**src/rtl/mem_ctrl_pair.sv**
```systemverilog
// mem_ctrl_pair
// Streams a block of up to DEPTH operand words from an input valid/ready bus
// into an external single-port synchronous RAM, then reads them back as
// (opa, opb) pairs for the FPU over a valid/ready handshake.
//
// Handshakes: a transfer happens on a rising clock edge where valid and ready
// are both 1; the sender holds valid and data stable until that edge, and the
// receiver may change ready freely.
//
// Ports:
//   mc_clk, mc_reset_n             clock (rising edge), async active-low reset
//   mc_load_start, mc_length       start a load of mc_length words
//   mc_in_valid/ready, mc_data_in  input word stream
//   mc_load_done                   pulse with the write of the last word
//   mc_fetch_start                 start pair read-out
//   mc_address_mem, mc_we,
//   mem_data_in, mem_data_out      RAM interface (read data one cycle late)
//   mc_data_out_opa/opb,
//   mc_op_valid, mc_op_ready       operand pair stream to the FPU
//   mc_done                        pulse after the last pair is accepted
//   mc_error                       sticky illegal-length flag
//   mc_state_dbg                   current FSM state (debug)
//
// Build option: define MC_WRAP_EN to replay the pair stream continuously
// (mc_done pulses after every pass; a new load is accepted in PRESENT).
module mem_ctrl_pair #(
  parameter int DATA_W = 32,
  parameter int ADDR_W = 6,
  parameter int DEPTH  = 64
) (
  input  logic              mc_clk,
  input  logic              mc_reset_n,
  input  logic              mc_load_start,
  input  logic [ADDR_W:0]   mc_length,
  input  logic              mc_in_valid,
  output logic              mc_in_ready,
  input  logic [DATA_W-1:0] mc_data_in,
  output logic              mc_load_done,
  input  logic              mc_fetch_start,
  output logic [ADDR_W-1:0] mc_address_mem,
  output logic              mc_we,
  output logic [DATA_W-1:0] mem_data_in,
  input  logic [DATA_W-1:0] mem_data_out,
  output logic [DATA_W-1:0] mc_data_out_opa,
  output logic [DATA_W-1:0] mc_data_out_opb,
  output logic              mc_op_valid,
  input  logic              mc_op_ready,
  output logic              mc_done,
  output logic              mc_error,
  output logic [2:0]        mc_state_dbg
);

  typedef enum logic [2:0] {
    S_IDLE    = 3'd0,
    S_STORE   = 3'd1,
    S_LOADED  = 3'd2,
    S_RD_A    = 3'd3,
    S_RD_B    = 3'd4,
    S_CAP_B   = 3'd5,
    S_PRESENT = 3'd6
  } state_t;

  localparam logic [ADDR_W:0] DEPTH_L = (ADDR_W+1)'(DEPTH);
  localparam logic [ADDR_W:0] ONE_L   = (ADDR_W+1)'(1);
  localparam logic [ADDR_W:0] TWO_L   = (ADDR_W+1)'(2);

  state_t              state_q, state_d;
  logic [ADDR_W:0]     len_q, len_d;
  logic [ADDR_W:0]     wr_ptr_q, wr_ptr_d;
  logic [ADDR_W:0]     rd_ptr_q, rd_ptr_d;
  logic [ADDR_W-1:0]   addr_q, addr_d;
  logic                we_q, we_d;
  logic [DATA_W-1:0]   wdata_q, wdata_d;
  logic [DATA_W-1:0]   opa_q, opa_d;
  logic [DATA_W-1:0]   opb_q, opb_d;
  logic                load_done_q, load_done_d;
  logic                done_q, done_d;
  logic                error_q, error_d;

  logic                in_ready;
  logic                len_ok;
  logic                load_state;
  logic [ADDR_W:0]     wr_plus1;
  logic [ADDR_W:0]     rd_plus1;
  logic [ADDR_W:0]     rd_plus2;

  assign in_ready = (state_q == S_STORE) && (wr_ptr_q < len_q);
  assign len_ok   = (mc_length != '0) && (mc_length <= DEPTH_L);
  assign wr_plus1 = wr_ptr_q + ONE_L;
  assign rd_plus1 = rd_ptr_q + ONE_L;
  // Pointers are one bit wider than the address, so rd_ptr+2 cannot wrap.
  assign rd_plus2 = rd_ptr_q + TWO_L;

`ifdef MC_WRAP_EN
  assign load_state = (state_q == S_IDLE) || (state_q == S_LOADED) ||
                      (state_q == S_PRESENT);
`else
  assign load_state = (state_q == S_IDLE) || (state_q == S_LOADED);
`endif

  // The RAM address register is loaded on the edge that enters RD_A / RD_B,
  // so the address is on the bus during that state and the read data arrives
  // in the following state.
  always_comb begin
    state_d     = state_q;
    len_d       = len_q;
    wr_ptr_d    = wr_ptr_q;
    rd_ptr_d    = rd_ptr_q;
    addr_d      = addr_q;
    we_d        = 1'b0;
    wdata_d     = wdata_q;
    opa_d       = opa_q;
    opb_d       = opb_q;
    load_done_d = 1'b0;
    done_d      = 1'b0;
    error_d     = error_q;

    if (load_state && mc_load_start) begin
      // A load request takes priority over fetch_start and handshakes.
      if (!len_ok) begin
        error_d = 1'b1;
      end else begin
        error_d  = 1'b0;
        len_d    = mc_length;
        wr_ptr_d = '0;
        state_d  = S_STORE;
      end
    end else begin
      case (state_q)
        S_STORE: begin
          if (in_ready && mc_in_valid) begin
            we_d     = 1'b1;
            addr_d   = wr_ptr_q[ADDR_W-1:0];
            wdata_d  = mc_data_in;
            wr_ptr_d = wr_plus1;
            if (wr_plus1 == len_q) begin
              load_done_d = 1'b1;
              state_d     = S_LOADED;
            end
          end
        end
        S_LOADED: begin
          if (mc_fetch_start) begin
            rd_ptr_d = '0;
            addr_d   = '0;
            state_d  = S_RD_A;
          end
        end
        S_RD_A: begin
          addr_d  = rd_plus1[ADDR_W-1:0];
          state_d = S_RD_B;
        end
        S_RD_B: begin
          opa_d   = mem_data_out;
          state_d = S_CAP_B;
        end
        S_CAP_B: begin
          // Odd-length tail: the last pair carries a zero B operand.
          opb_d   = (rd_plus1 == len_q) ? '0 : mem_data_out;
          state_d = S_PRESENT;
        end
        S_PRESENT: begin
          if (mc_op_ready) begin
            if (rd_plus2 >= len_q) begin
              done_d = 1'b1;
`ifdef MC_WRAP_EN
              rd_ptr_d = '0;
              addr_d   = '0;
              state_d  = S_RD_A;
`else
              rd_ptr_d = rd_plus2;
              state_d  = S_LOADED;
`endif
            end else begin
              rd_ptr_d = rd_plus2;
              addr_d   = rd_plus2[ADDR_W-1:0];
              state_d  = S_RD_A;
            end
          end
        end
        default: ;
      endcase
    end
  end

  always_ff @(posedge mc_clk or negedge mc_reset_n) begin
    if (!mc_reset_n) begin
      state_q     <= S_IDLE;
      len_q       <= '0;
      wr_ptr_q    <= '0;
      rd_ptr_q    <= '0;
      addr_q      <= '0;
      we_q        <= 1'b0;
      wdata_q     <= '0;
      opa_q       <= '0;
      opb_q       <= '0;
      load_done_q <= 1'b0;
      done_q      <= 1'b0;
      error_q     <= 1'b0;
    end else begin
      state_q     <= state_d;
      len_q       <= len_d;
      wr_ptr_q    <= wr_ptr_d;
      rd_ptr_q    <= rd_ptr_d;
      addr_q      <= addr_d;
      we_q        <= we_d;
      wdata_q     <= wdata_d;
      opa_q       <= opa_d;
      opb_q       <= opb_d;
      load_done_q <= load_done_d;
      done_q      <= done_d;
      error_q     <= error_d;
    end
  end

  assign mc_in_ready     = in_ready;
  assign mc_load_done    = load_done_q;
  assign mc_address_mem  = addr_q;
  assign mc_we           = we_q;
  assign mem_data_in     = wdata_q;
  assign mc_data_out_opa = opa_q;
  assign mc_data_out_opb = opb_q;
  assign mc_op_valid     = (state_q == S_PRESENT);
  assign mc_done         = done_q;
  assign mc_error        = error_q;
  assign mc_state_dbg    = state_q;

endmodule

```
**config.mk**
```make
export PLATFORM = sky130hd
export DESIGN_NAME = mem_ctrl_pair
export DESIGN_NICKNAME = d
export VERILOG_FILES = /design/src/rtl/mem_ctrl_pair.sv
export SDC_FILE = /design/constraint.sdc
export NUM_CORES = 1
export LEC_CHECK = 0
export BUFFER_PORTS_ARGS = -buffer_cell sky130_fd_sc_hd__buf_2
export CAP_MARGIN = 15
export CORE_MARGIN = 1.5
export CORE_UTILIZATION = 55
export DETAILED_ROUTE_END_ITERATION = 6
export HOLD_SLACK_MARGIN = 0.15
export PLACE_DENSITY = 0.92
export SKIP_CTS_REPAIR_TIMING = 1
export SLEW_MARGIN = 15
export SYNTH_ARGS = -nofsm -noshare
export SYNTH_HDL_FRONTEND = slang
export SYNTH_SLANG_ARGS = --single-unit
```
**constraint.sdc**
```tcl
create_clock -name mc_clk -period 6 [get_ports mc_clk]
set_input_delay 1.2 -clock mc_clk [delete_from_list [all_inputs] [get_ports mc_clk]]
set_output_delay 1.2 -clock mc_clk [all_outputs]
set_load 0.02 [all_outputs]
```
# After elaboration in Yosys (flattened, before gate mapping)

Cells that the tools add are included.

Output and inout port bits: 111
Input port bits: 77
Word-level logic and storage cells: 89
Flip-flop bits (word level): 130

Bitwise logic cells: 1
Reductions and logical operators: 20
Eq/ne operators: 17
Add/subtract/negate cells: 3
Muxes and demuxes: 33
Magnitude comparators: 3

Operator list:

| kind                  | count |
|---|---|
| $mux W7               | 6 |
| $mux W32              | 1 |
| $mux W6               | 4 |
| $pmux W6 S4           | 1 |
| $mux W3               | 6 |
| $pmux W3 S6           | 1 |
| $add A7 B1 Y7 const B | 2 |
| $eq A7 B7 Y1          | 2 |
| $pmux W7 S2           | 1 |
| $reduce_bool A7 Y1    | 2 |
| $mux W1               | 13 |
| $reduce_and A6 Y1     | 2 |
| $eq A3 B3 Y1 const B  | 3 |
| $ne A3 B1 Y1 const B  | 3 |
| $add A7 B2 Y7 const B | 1 |
| $ge A7 B7 Y1          | 1 |
| $le A7 B7 Y1 const B  | 1 |
| $lt A7 B7 Y1          | 1 |
| $eq A3 B2 Y1 const B  | 2 |
| $ne A2 B2 Y1 const B  | 3 |
| $reduce_and A2 Y1     | 3 |
| $reduce_and A3 Y1     | 2 |
| $reduce_bool A2 Y1    | 3 |
| $logic_and A1 B1 Y1   | 4 |
| other kinds (8)       | 9 |

# Longest topological paths before layout

Gate-level depths: netlist (run 1).

Depth after elaboration: 6
Depth in mapped cells: 10
Gate-level depth less buffers: 10

# Least setup slack after synthesis (run 1)

No wires, ideal clock.

Path type: input -> register
Start point: input port mc_fetch_start
End point: register addr_q[0] (netlist: mc_address_mem[0])
Arrival time: 2562 ps
Required time: 5875 ps
Path buffers: 0
Slack: 3314 ps
Cell stages on the path: 5
Setup time: 125 ps
Cell sequence: nor2b_1 -> mux2_2 -> and2_1 -> a221oi_4 -> mux2_2

Cells in the longest elaborated chain, start to end: 2

Ends and longest elaborated chain:

| item                        | RTL line | RTL |
|---|---|---|
| start: declaration          | 39       | `input logic mc_fetch_start,` |
| $ne A2 B2 Y1 (no line)      | n/a      |  |
| $reduce_and A6 Y1 (no line) | n/a      |  |
| end signal: assignment      | 205      | `addr_q <= addr_d;` |
| end: declaration            | 71       | `logic [ADDR_W-1:0] addr_q, addr_d;` |

Every way passes these cells.
A chain may end at the register's enable or synchronous reset.

# Final worst setup path (run 1)

Start point: register state_q[1] (netlist: mc_state_dbg[1])
End point: output port mc_op_valid

Cells in the longest elaborated chain, start to end: 1

Ends and longest elaborated chain:

| item                     | RTL line | RTL |
|---|---|---|
| start: declaration       | 67       | `state_t state_q, state_d;` |
| start signal: assignment | 201      | `state_q <= state_d;` |
| $eq A3 B3 Y1             | 223      | `assign mc_op_valid = (state_q == S_PRESENT);` |
| end: declaration         | 46       | `output logic mc_op_valid,` |

Every way passes these cells.

==> metrics, run 1 <==
TritonCTS clock tree done; commonest register cell after synthesis dfrtp_1; Slew headroom 42.0%; Final Non-Filler Cells 791; met2 Resource Use GR a little under half; DR WL/cell 18.2 um; IO buf count 187; XOR/XNOR share of the synthesized area under 10%; drc violations 0; Syn Nets 548; antenna viol nets, final 0; setup violators final 0; PwrDens 608 nW/um^2; CTS H-tree lvls 4; CP startpoint kind flop; Placed Area between 6000 and 7000 um^2; count of cell types in the netlist 55; outcome finished, final reports clean; largest family of logic cells by synthesized area multiplexers; Worst Setup Path Type reg2out; Worst Path Required 4.80 ns; syn avg cell area 12.6 um^2; Sink Count between 100 and 150; P&R area growth vs syn 28.8%; Period minus WS final between 3 and 4 ns; met1 Track Usage GR ~33%; cell area after synthesis 5760 um^2; DR iter-0 viols 351; Max Buffers Root-to-Sink 2; final hold violation count 0; post-route cell area around 7400 um^2; asr flop ratio synth 100%; gr busiest metal met2; most common cell after layout, fill and taps aside buf_2; setup TNS 0 ns; Total GRT Usage 27.1%; Final Wtd Congestion 0.921; VDD IR-drop max 327 uV; worst-skew pair later-pin latency 0.52 ns; Worst-path clk slew around 0.060 ns; Die X 105 um; Critical Path Fanout Max 20; first-pass GRT wire length 23,400 um; grt total ovfl 0; CP arrival ~2.2 ns; Die Ht 105 um; Layout Skew 0.00946 ns; routing usage on met3 7.61%; Peak Freq slightly below 300 MHz; worst slew pin tran 0.868 ns; Slew Viols, Final 0; largest net degree at the start of global routing 67; cells after synthesis approximately 460; placed cells 760; fill cell instance count of the final layout 697; core area 10,200 um^2; Setup crit end kind output pin; row count 37; simple-gate portion of the synthesized area under 10%; period utilization between 50% and 60%; MaxCap Viol Count 0; Hold Crit Class reg2reg; number of global-route vias before repair 4,705; initial antenna violation count 0; number of synthesized flops with an enable pin 0; YS warnings 0; post-synthesis compound-gate area fraction 12.7%; share of post-route cells with drive strength above 1 between 40% and 50%; drt total wl 14,400 um; Vias/cell about 5.7; I/O pin cnt 188; register area share after synthesis 56.0%; total CTS buffers 17; Die Footprint 11,100 um^2; drt first pass iters 5; leakage roughly 3.7 nW; Nets about 740; Adder-Cell Fraction of Synth Area 3.26%; ant diodes 0; Initial Util 56.3%; Root Buffer Master clkbuf_8; mux share of post-synthesis cell area between 10% and 20%; post-DP HPWL 10,100 um; highest-count cells in the layout ignoring fill and taps buf_2 (186), dfrtp_1 (129), mux2_2 (69); vias post-DR approximately 4,500; RSZ-0062 raised after global routing false; flops & latches, synth 129
[synthesized netlist by cell type, types with 4 or more instances]
cell type	instances	area share, %
dfrtp_1	129	56
mux2_2	69	13
a22o_1	36	5.5
nand2_1	28	1.8
inv_1	20	1.3
o21ai_0	17	1.5
ha_1	15	3.3
nor2_1	13	0.85
a21oi_1	12	1.0
buf_2	10	0.87
nand3_1	10	0.87
clkbuf_1	9	0.59
xor2_1	9	1.4
mux2i_1	7	1.2
xnor2_1	5	0.76
a222oi_1	4	0.69
nor3_1	4	0.35
[layout make-up]
| cell class | instances | area (um^2) | area share, % |
|---|---|---|---|
| flip-flops and latches | 129 | 3230 | 43.5 |
| inverters | 20 | 75.1 | 1.01 |
| multi-input cells | 283 | 2360 | 31.8 |
| well taps | 136 | 170 | 2.29 |
| clock inverters | 12 | 183 | 2.46 |
| repair buffers | 192 | 976 | 13.1 |
| clock buffers | 19 | 432 | 5.81 |
[final timing paths]
check                                                    from                              to  cells after the start  slack, ns
worst max-delay path              mc_state_dbg[1]$_DFFE_PN0P_                     mc_op_valid                      4       2.60
worst min-delay path            mc_address_mem[0]$_DFFE_PN0P_   mc_address_mem[0]$_DFFE_PN0P_                      1       0.50
worst max register to register    mc_state_dbg[0]$_DFFE_PN0P_      mem_data_in[8]$_DFFE_PN0P_                      5       2.92
worst min register to register  mc_address_mem[0]$_DFFE_PN0P_   mc_address_mem[0]$_DFFE_PN0P_                      1       0.50
max in group asynchronous                          mc_reset_n  mc_data_out_opa[6]$_DFFE_PN0P_                      2       3.92
min in group asynchronous                          mc_reset_n  mc_data_out_opb[2]$_DFFE_PN0P_                      1       0.77
[sequential cells by signal, indices dropped and copies added, names as in the netlist]
signal           cells
mc_we                1
mem_data_in         32
mc_load_done         1
mc_error             1
len_q                7
rd_ptr_q             6
mc_state_dbg         3
wr_ptr_q             7
mc_address_mem       6
mc_done              1
mc_data_out_opa     32
mc_data_out_opb     32
[through the flow]
stage	power (W)	util [%]	worst slack (ns)	hold slack, ns
2_1_floorplan	0.00279	-	3.31	0.494
3_3_place_gp	0.00333	66.6	2.75	0.482
3_5_place_dp	0.00344	66.6	2.53	0.488
4_1_cts	0.00453	72.6	2.59	0.501
5_1_grt	0.00474	72.6	2.44	0.512
6_report	0.00451	72.6	2.60	0.496
[kinds of logic after synthesis]
family	after synthesis
flip-flops	129
AO/OA/AOI/OAI	93
AND/OR/NAND/NOR	85
multiplexers	76
buffers and inverters	44
adder cells (fa/ha/maj)	15
XOR/XNOR	14
[critical path, stage by stage (launching register included)]
cell and delay, ns:
dfrtp_1 0.75, nor2b_1 0.36, nand2_1 0.16, inv_1 0.18, buf_2 0.21
[power by group]
part | internal [W] | total [W] | switching, W
clock network | 0.000686 | 0.00107 | 0.000384
registers | 0.00126 | 0.00156 | 0.000299
logic | 0.000791 | 0.00188 | 0.00109
[metal layers]
layer  vias up  part of all wire [%]
li1       2034                     -
met2       213                    52
met5         -                     0
met1      2244                    38
met4         0                   2.9
met3        39                   7.0
Power figures use the tool's default switching activity.
==> run 2: changes to the inputs <==
- CORE_UTILIZATION: 55 -> 46
- PLACE_DENSITY: 0.92 -> 0.82
- clock period: 6 -> 2.8 ns (I/O delays scaled with it)
==> metrics, run 2 (synthesis results as in run 1) <==
Final Util 62.4% (-10 points); number of global-route vias before repair 4,764 (+1.3%); TritonCTS clock tree done; Slew headroom 59.5% (+17 points); PwrDens 1260 nW/um^2 (+110%); CTS H-tree lvls 4 (unchanged); Worst Path Required 3.09 ns (-1.71 ns); P&R area growth vs syn 31.2%; worst slew pin tran 0.607 ns (-0.260 ns); outcome finished, final reports clean; Die Footprint 13,200 um^2 (+19%); largest net degree at the start of global routing 50 (-25%); Die X 115 um (+9.1%); DR iter-0 viols 243 (-31%); Critical Path Fanout Max 6 (-70%); met2 Resource Use GR 37.5% (-8.2 points); core area 12,100 um^2 (+18%); DR WL/cell 17.4 um (-4.7%); row count 40 (+8.1%); CP startpoint kind flop; CP arrival 2.95 ns (+0.75 ns); Setup crit end kind flop; grt total ovfl 0 (unchanged); Nets 749 (+1.9%); I/O pin cnt 188 (unchanged); crit-path cells ha_2, nand3_1, xor2_2, inv_1, ha_1, nand4_1, a21oi_2, nor2_1, a221oi_4, mux2_2; Layout Skew 0.00819 ns (-0.00127 ns); setup violators final 0 (unchanged); gr busiest metal met2; share of post-route cells with drive strength above 1 47.8% (+1.5 points); fill cell instance count of the final layout 980 (+41%); CP max stage delay 0.45 ns (-0.30 ns); Critical-path top delay cell dfrtp_2; Root Buffer Master clkbuf_16; Buf/Inv on CP 1 (-1); period utilization a little over nine tenths; vias post-DR 4,553 (+0.51%); Die Ht 115 um (+9.1%); Peak Freq 376 MHz; Total GRT Usage 22.6% (-4.5 points); Period minus WS final 2.66 ns; initial antenna violation count 0 (unchanged); Top Family by Delay on Critical Path compound AO/OA/AOI/OAI gates; Worst-path clk slew 0.05 ns (about the same); Slew Viols, Final 0 (unchanged); most common cell after layout, fill and taps aside buf_2; drt first pass iters 5 (unchanged); routing usage on met3 6.22% (-1.4 points); Max Buffers Root-to-Sink 2 (unchanged); highest-count cells in the layout ignoring fill and taps buf_2 (186), dfrtp_1 (127), mux2_2 (69); antenna viol nets, final 0 (unchanged); first-pass GRT wire length 23,100 um (-1.2%); post-DP HPWL 10,600 um (+4.8%); WHS 0.154 ns (-0.342 ns); drc violations 0 (unchanged); post-route cell area 7560 um^2 (+1.8%); Worst Setup Path Type reg2reg; MaxCap Viol Count 0 (unchanged); Initial Util 47.6% (-8.7 points); total CTS buffers 17 (unchanged); worst-skew pair later-pin latency 0.41 ns (-0.11 ns); leakage 3.74 nW (+1.6%); Placed Area 6970 um^2 (+2.4%); VDD IR-drop max 701 uV (+110%); Final Wtd Congestion 0.912 (-0.97%); IO buf count 187 (unchanged); Hold Crit Class in2async; drt total wl 14,500 um (+0.77%); met1 Track Usage GR 27.3% (-5.4 points); Vias/cell 5.45 (-4.9%); final hold violation count 0 (unchanged); Sink Count 129 (unchanged); ant diodes 0 (unchanged)
==> run 2: cell count changes in the layout (fill, tap and decap cells not counted), moves of 2 or more <==
cell        change
buf_4          +11
bufinv_16       -3
clkbuf_8        +3
buf_12          +2
clkbuf_1        +2
clkinv_2        +2
clkinv_4        -2
clkinvlp_4      -2
dfrtp_1         -2
dfrtp_2         +2
inv_6           -2
==> run 2: final timing paths <==
check                                           startpoint                              end  slack (ns)  cells after the start
setup / recovery                   rd_ptr_q[1]$_DFFE_PN0P_    mc_address_mem[3]$_DFFE_PN0P_        0.14                     10
hold / removal                                  mc_reset_n      mem_data_in[10]$_DFFE_PN0P_        0.15                      1
setup reg to reg                   rd_ptr_q[1]$_DFFE_PN0P_    mc_address_mem[3]$_DFFE_PN0P_        0.14                     10
hold reg to reg            mc_data_out_opb[26]$_DFFE_PN0P_  mc_data_out_opb[26]$_DFFE_PN0P_        0.50                      1
max in group asynchronous                       mc_reset_n    mc_address_mem[0]$_DFFE_PN0P_        1.86                      2
min in group mc_clk                       mem_data_out[24]  mc_data_out_opb[24]$_DFFE_PN0P_        0.38                      2
==> run 2: worst register-to-register path, cell delays in order (launching register included) <==
cell      delay, ns
dfrtp_2        0.45
ha_2           0.23
nand3_1        0.12
xor2_2         0.19
inv_1          0.06
ha_1           0.31
nand4_1        0.13
a21oi_2        0.17
nor2_1         0.11
a221oi_4       0.40
mux2_2         0.38
==> run 2: routing by layer <==
metal / share of wire (%) / vias up / wire, um
li1: - / 2058 / -
met1: 41 / 2284 / 5910
met2: 51 / 177 / 7460
met3: 5.7 / 34 / 829
met4: 2.3 / 0 / 336
met5: 0 / - / 0
==> run 2: where the power goes <==
| part | switching [W] | internal (W) |
|---|---|---|
| clock | 0.000750 | 0.00132 |
| combinational | 0.00245 | 0.00177 |
| sequential | 0.000533 | 0.00270 |
==> run 2: final cells by class <==
class	count	area (um^2)	share of cell area (%)
clock buffer	25	505	6.69
clock inverter	5	52.6	0.695
inverter	20	75.1	0.993
multi-input combinational	283	2370	31.4
sequential	129	3230	42.7
tap	168	210	2.78
timing repair buffer	206	1110	14.7
==> run 2: through the flow <==
stage	setup slack, ns	instances	setup TNS (ns)	total power, W
floorplan	0.258	456	0	0.00598
global placement	0.227	805	0	0.00728
detailed placement	0.00690	805	0	0.00744
CTS	-0.0269	835	-0.0807	0.00957
global route	-0.00408	836	-0.00757	0.0100
finish	0.143	836	0	0.00953
==> run 3: changes to the inputs <==
- CORE_MARGIN: 1.5 -> 1
- CORE_UTILIZATION: 46 -> 51
- GPL_TIMING_DRIVEN: default -> 0
- PLACE_DENSITY: 0.82 -> 0.86
- clock period: 2.8 -> 3.05 ns (I/O delays scaled with it)
==> metrics, run 3 (synthesis results as in run 1) <==
CP startpoint kind flop; MaxCap Viol Count 0 (unchanged); Worst-path clk slew 0.06 ns (about the same); grt total ovfl 0 (unchanged); highest-count cells in the layout ignoring fill and taps buf_2 (196), dfrtp_1 (129), mux2_2 (69); core area 10,900 um^2 (-9.7%); Final WS setup 0.161 ns (+0.0175 ns); number of global-route vias before repair 4,778 (+0.29%); Root Buffer Master clkbuf_16; Initial Util 52.7% (+5.1 points); Vias/cell 5.59 (+2.7%); Hold Crit Class in2async; initial antenna violation count 1 (+1); RSZ-0062 raised after global routing false; Slew headroom 40.8% (-19 points); DR iter-0 viols 289 (+19%); period utilization 94.7% (-0.15 points); VDD IR-drop max 684 uV (-2.5%); worst slack, placed 0.163 ns (+0.156 ns); multi-input logic area 2340 um^2 (-1.2%); TritonCTS clock tree done; Flop pwr share 33.4% (-0.5 points); total CTS buffers 17 (unchanged); Period minus WS final 2.89 ns (+0.233 ns); Die X 108 um (-5.8%); Die Ht 108 um (-5.8%); Worst Path Required 3.34 ns (+0.25 ns); drt first pass iters 5 (unchanged); Peak Freq 346 MHz (-8.0%); overall power 0.00887 W (-7.0%); DR WL/cell 17.7 um (+1.9%); Critical Path Fanout Max 6 (unchanged); first-pass GRT wire length 23,100 um (about the same); most common cell after layout, fill and taps aside buf_2; I/O pin cnt 188 (unchanged); register area 3230 um^2 (about the same); largest net degree at the start of global routing 71 (+42%); P&R area growth vs syn 30.6%; Pint 0.00531 W (-8.4%); post-DP HPWL 10,500 um (-0.75%); drc violations 0 (unchanged); sw power 0.00355 W (-4.9%); Setup crit end kind flop; CP arrival 3.18 ns (+0.23 ns); Max Buffers Root-to-Sink 2 (unchanged); final hold violation count 0 (unchanged); fill cell instance count of the final layout 779 (-21%); setup TNS 0 ns (unchanged); setup violators final 0 (unchanged); IO buf count 187 (unchanged); CTS H-tree lvls 4 (unchanged); Layout Skew 0.0103 ns (+0.00215 ns); Nets 757 (+1.1%); Clk network pwr share 23.0% (+1.2 points); Gate power share 43.6% (-0.7 points); PwrDens 1180 nW/um^2 (-6.6%); leakage 3.75 nW (+0.14%); worst slew pin tran 0.886 ns (+0.279 ns); Worst Setup Path Type reg2reg; worst-skew pair later-pin latency 0.41 ns (about the same); outcome finished, final reports clean; vias post-DR 4,582 (+0.64%); antenna viol nets, final 0 (unchanged); Final Wtd Congestion 0.876 (-4.0%); Total GRT Usage 26.0% (+3.4 points); row count 38 (-5.0%); Sink Count 129 (unchanged); Slew Viols, Final 0 (unchanged); Die Footprint 11,700 um^2 (-11%); share of post-route cells with drive strength above 1 46.3% (-1.4 points); switching share of power 40.1% (+0.89 points); drt total wl 14,500 um (-0.13%)
run 3: cell count changes in the layout (fill, tap and decap cells not counted), sizes merged:
cell | previous run | this run
buf | 206 | 205
clkinvlp | 1 | 5
bufinv | 1 | 2
diode | 0 | 1
clkinv | 3 | 0
inv | 20 | 28
clkbuf | 25 | 26
run 3: per-layer routing:
layer	share of wire (%)	global-route usage, %
met1	40	31.4
met2	51	43.2
met3	6.3	7.11
met4	2.5	12.6
met5	0	0
run 3: power by group through the flow:
stage | Sequential [W] | Combinational (W) | Clock (W)
6_report | 0.00296 | 0.00387 | 0.00204
5_1_grt | 0.00304 | 0.00415 | 0.00214
4_1_cts | 0.00295 | 0.00385 | 0.00206
3_5_place_dp | 0.00296 | 0.00384 | 0
3_3_place_gp | 0.00291 | 0.00369 | 0
2_1_floorplan | 0.00374 | 0.00174 | 0
run 3: area by class of cell:
type	instances	share of cell area, %
Clock buffer	17	5.66
Sequential cell	129	42.9
Tap cell	140	2.33
Timing Repair Buffer	190	13.1
Multi-Input combinational cell	283	31.2
Clock inverter	15	2.30
Buffer	24	1.51
Inverter	20	0.998
Antenna cell	1	0.0333
run 3: worst max-delay path, cell delays in order, from the launching register on:
cell and delay, ns:
dfrtp_1 0.50, ha_1 0.27, nand3_1 0.10, xor2_1 0.25, inv_1 0.08, ha_1 0.31, nand4_1 0.10, a21oi_1 0.20
nor2_1 0.13, a221oi_4 0.43, mux2_2 0.38
run 3: path summary, 6_finish.rpt:
| kind | startpoint | slack, ns | endpoint | depth (start not counted) |
|---|---|---|---|---|
| worst min-delay path | mc_reset_n | 0.21 | mem_data_in[5]$_DFFE_PN0P_ | 1 |
| worst max register to register | rd_ptr_q[1]$_DFFE_PN0P_ | 0.16 | mc_address_mem[3]$_DFFE_PN0P_ | 10 |
| worst max-delay path | rd_ptr_q[1]$_DFFE_PN0P_ | 0.16 | mc_address_mem[3]$_DFFE_PN0P_ | 10 |
| worst min register to register | mc_data_out_opb[28]$_DFFE_PN0P_ | 0.50 | mc_data_out_opb[28]$_DFFE_PN0P_ | 1 |
| max in group asynchronous | mc_reset_n | 2.12 | mc_data_out_opb[1]$_DFFE_PN0P_ | 2 |
| min in group mc_clk | mem_data_out[6] | 0.43 | mc_data_out_opb[6]$_DFFE_PN0P_ | 2 |
run 3: through the flow:
stage | utilization [%] | hold WS [ns] | instance area (um^2) | std cells
global placement | 62.8 | 0.482 | 6870 | 783
floorplan | - | 0.314 | 5760 | 456
detailed placement | 63.2 | 0.485 | 6910 | 784
global route | 68.8 | 0.247 | 7520 | 819
CTS | 68.6 | 0.233 | 7500 | 816
finish | 68.8 | 0.214 | 7520 | 819
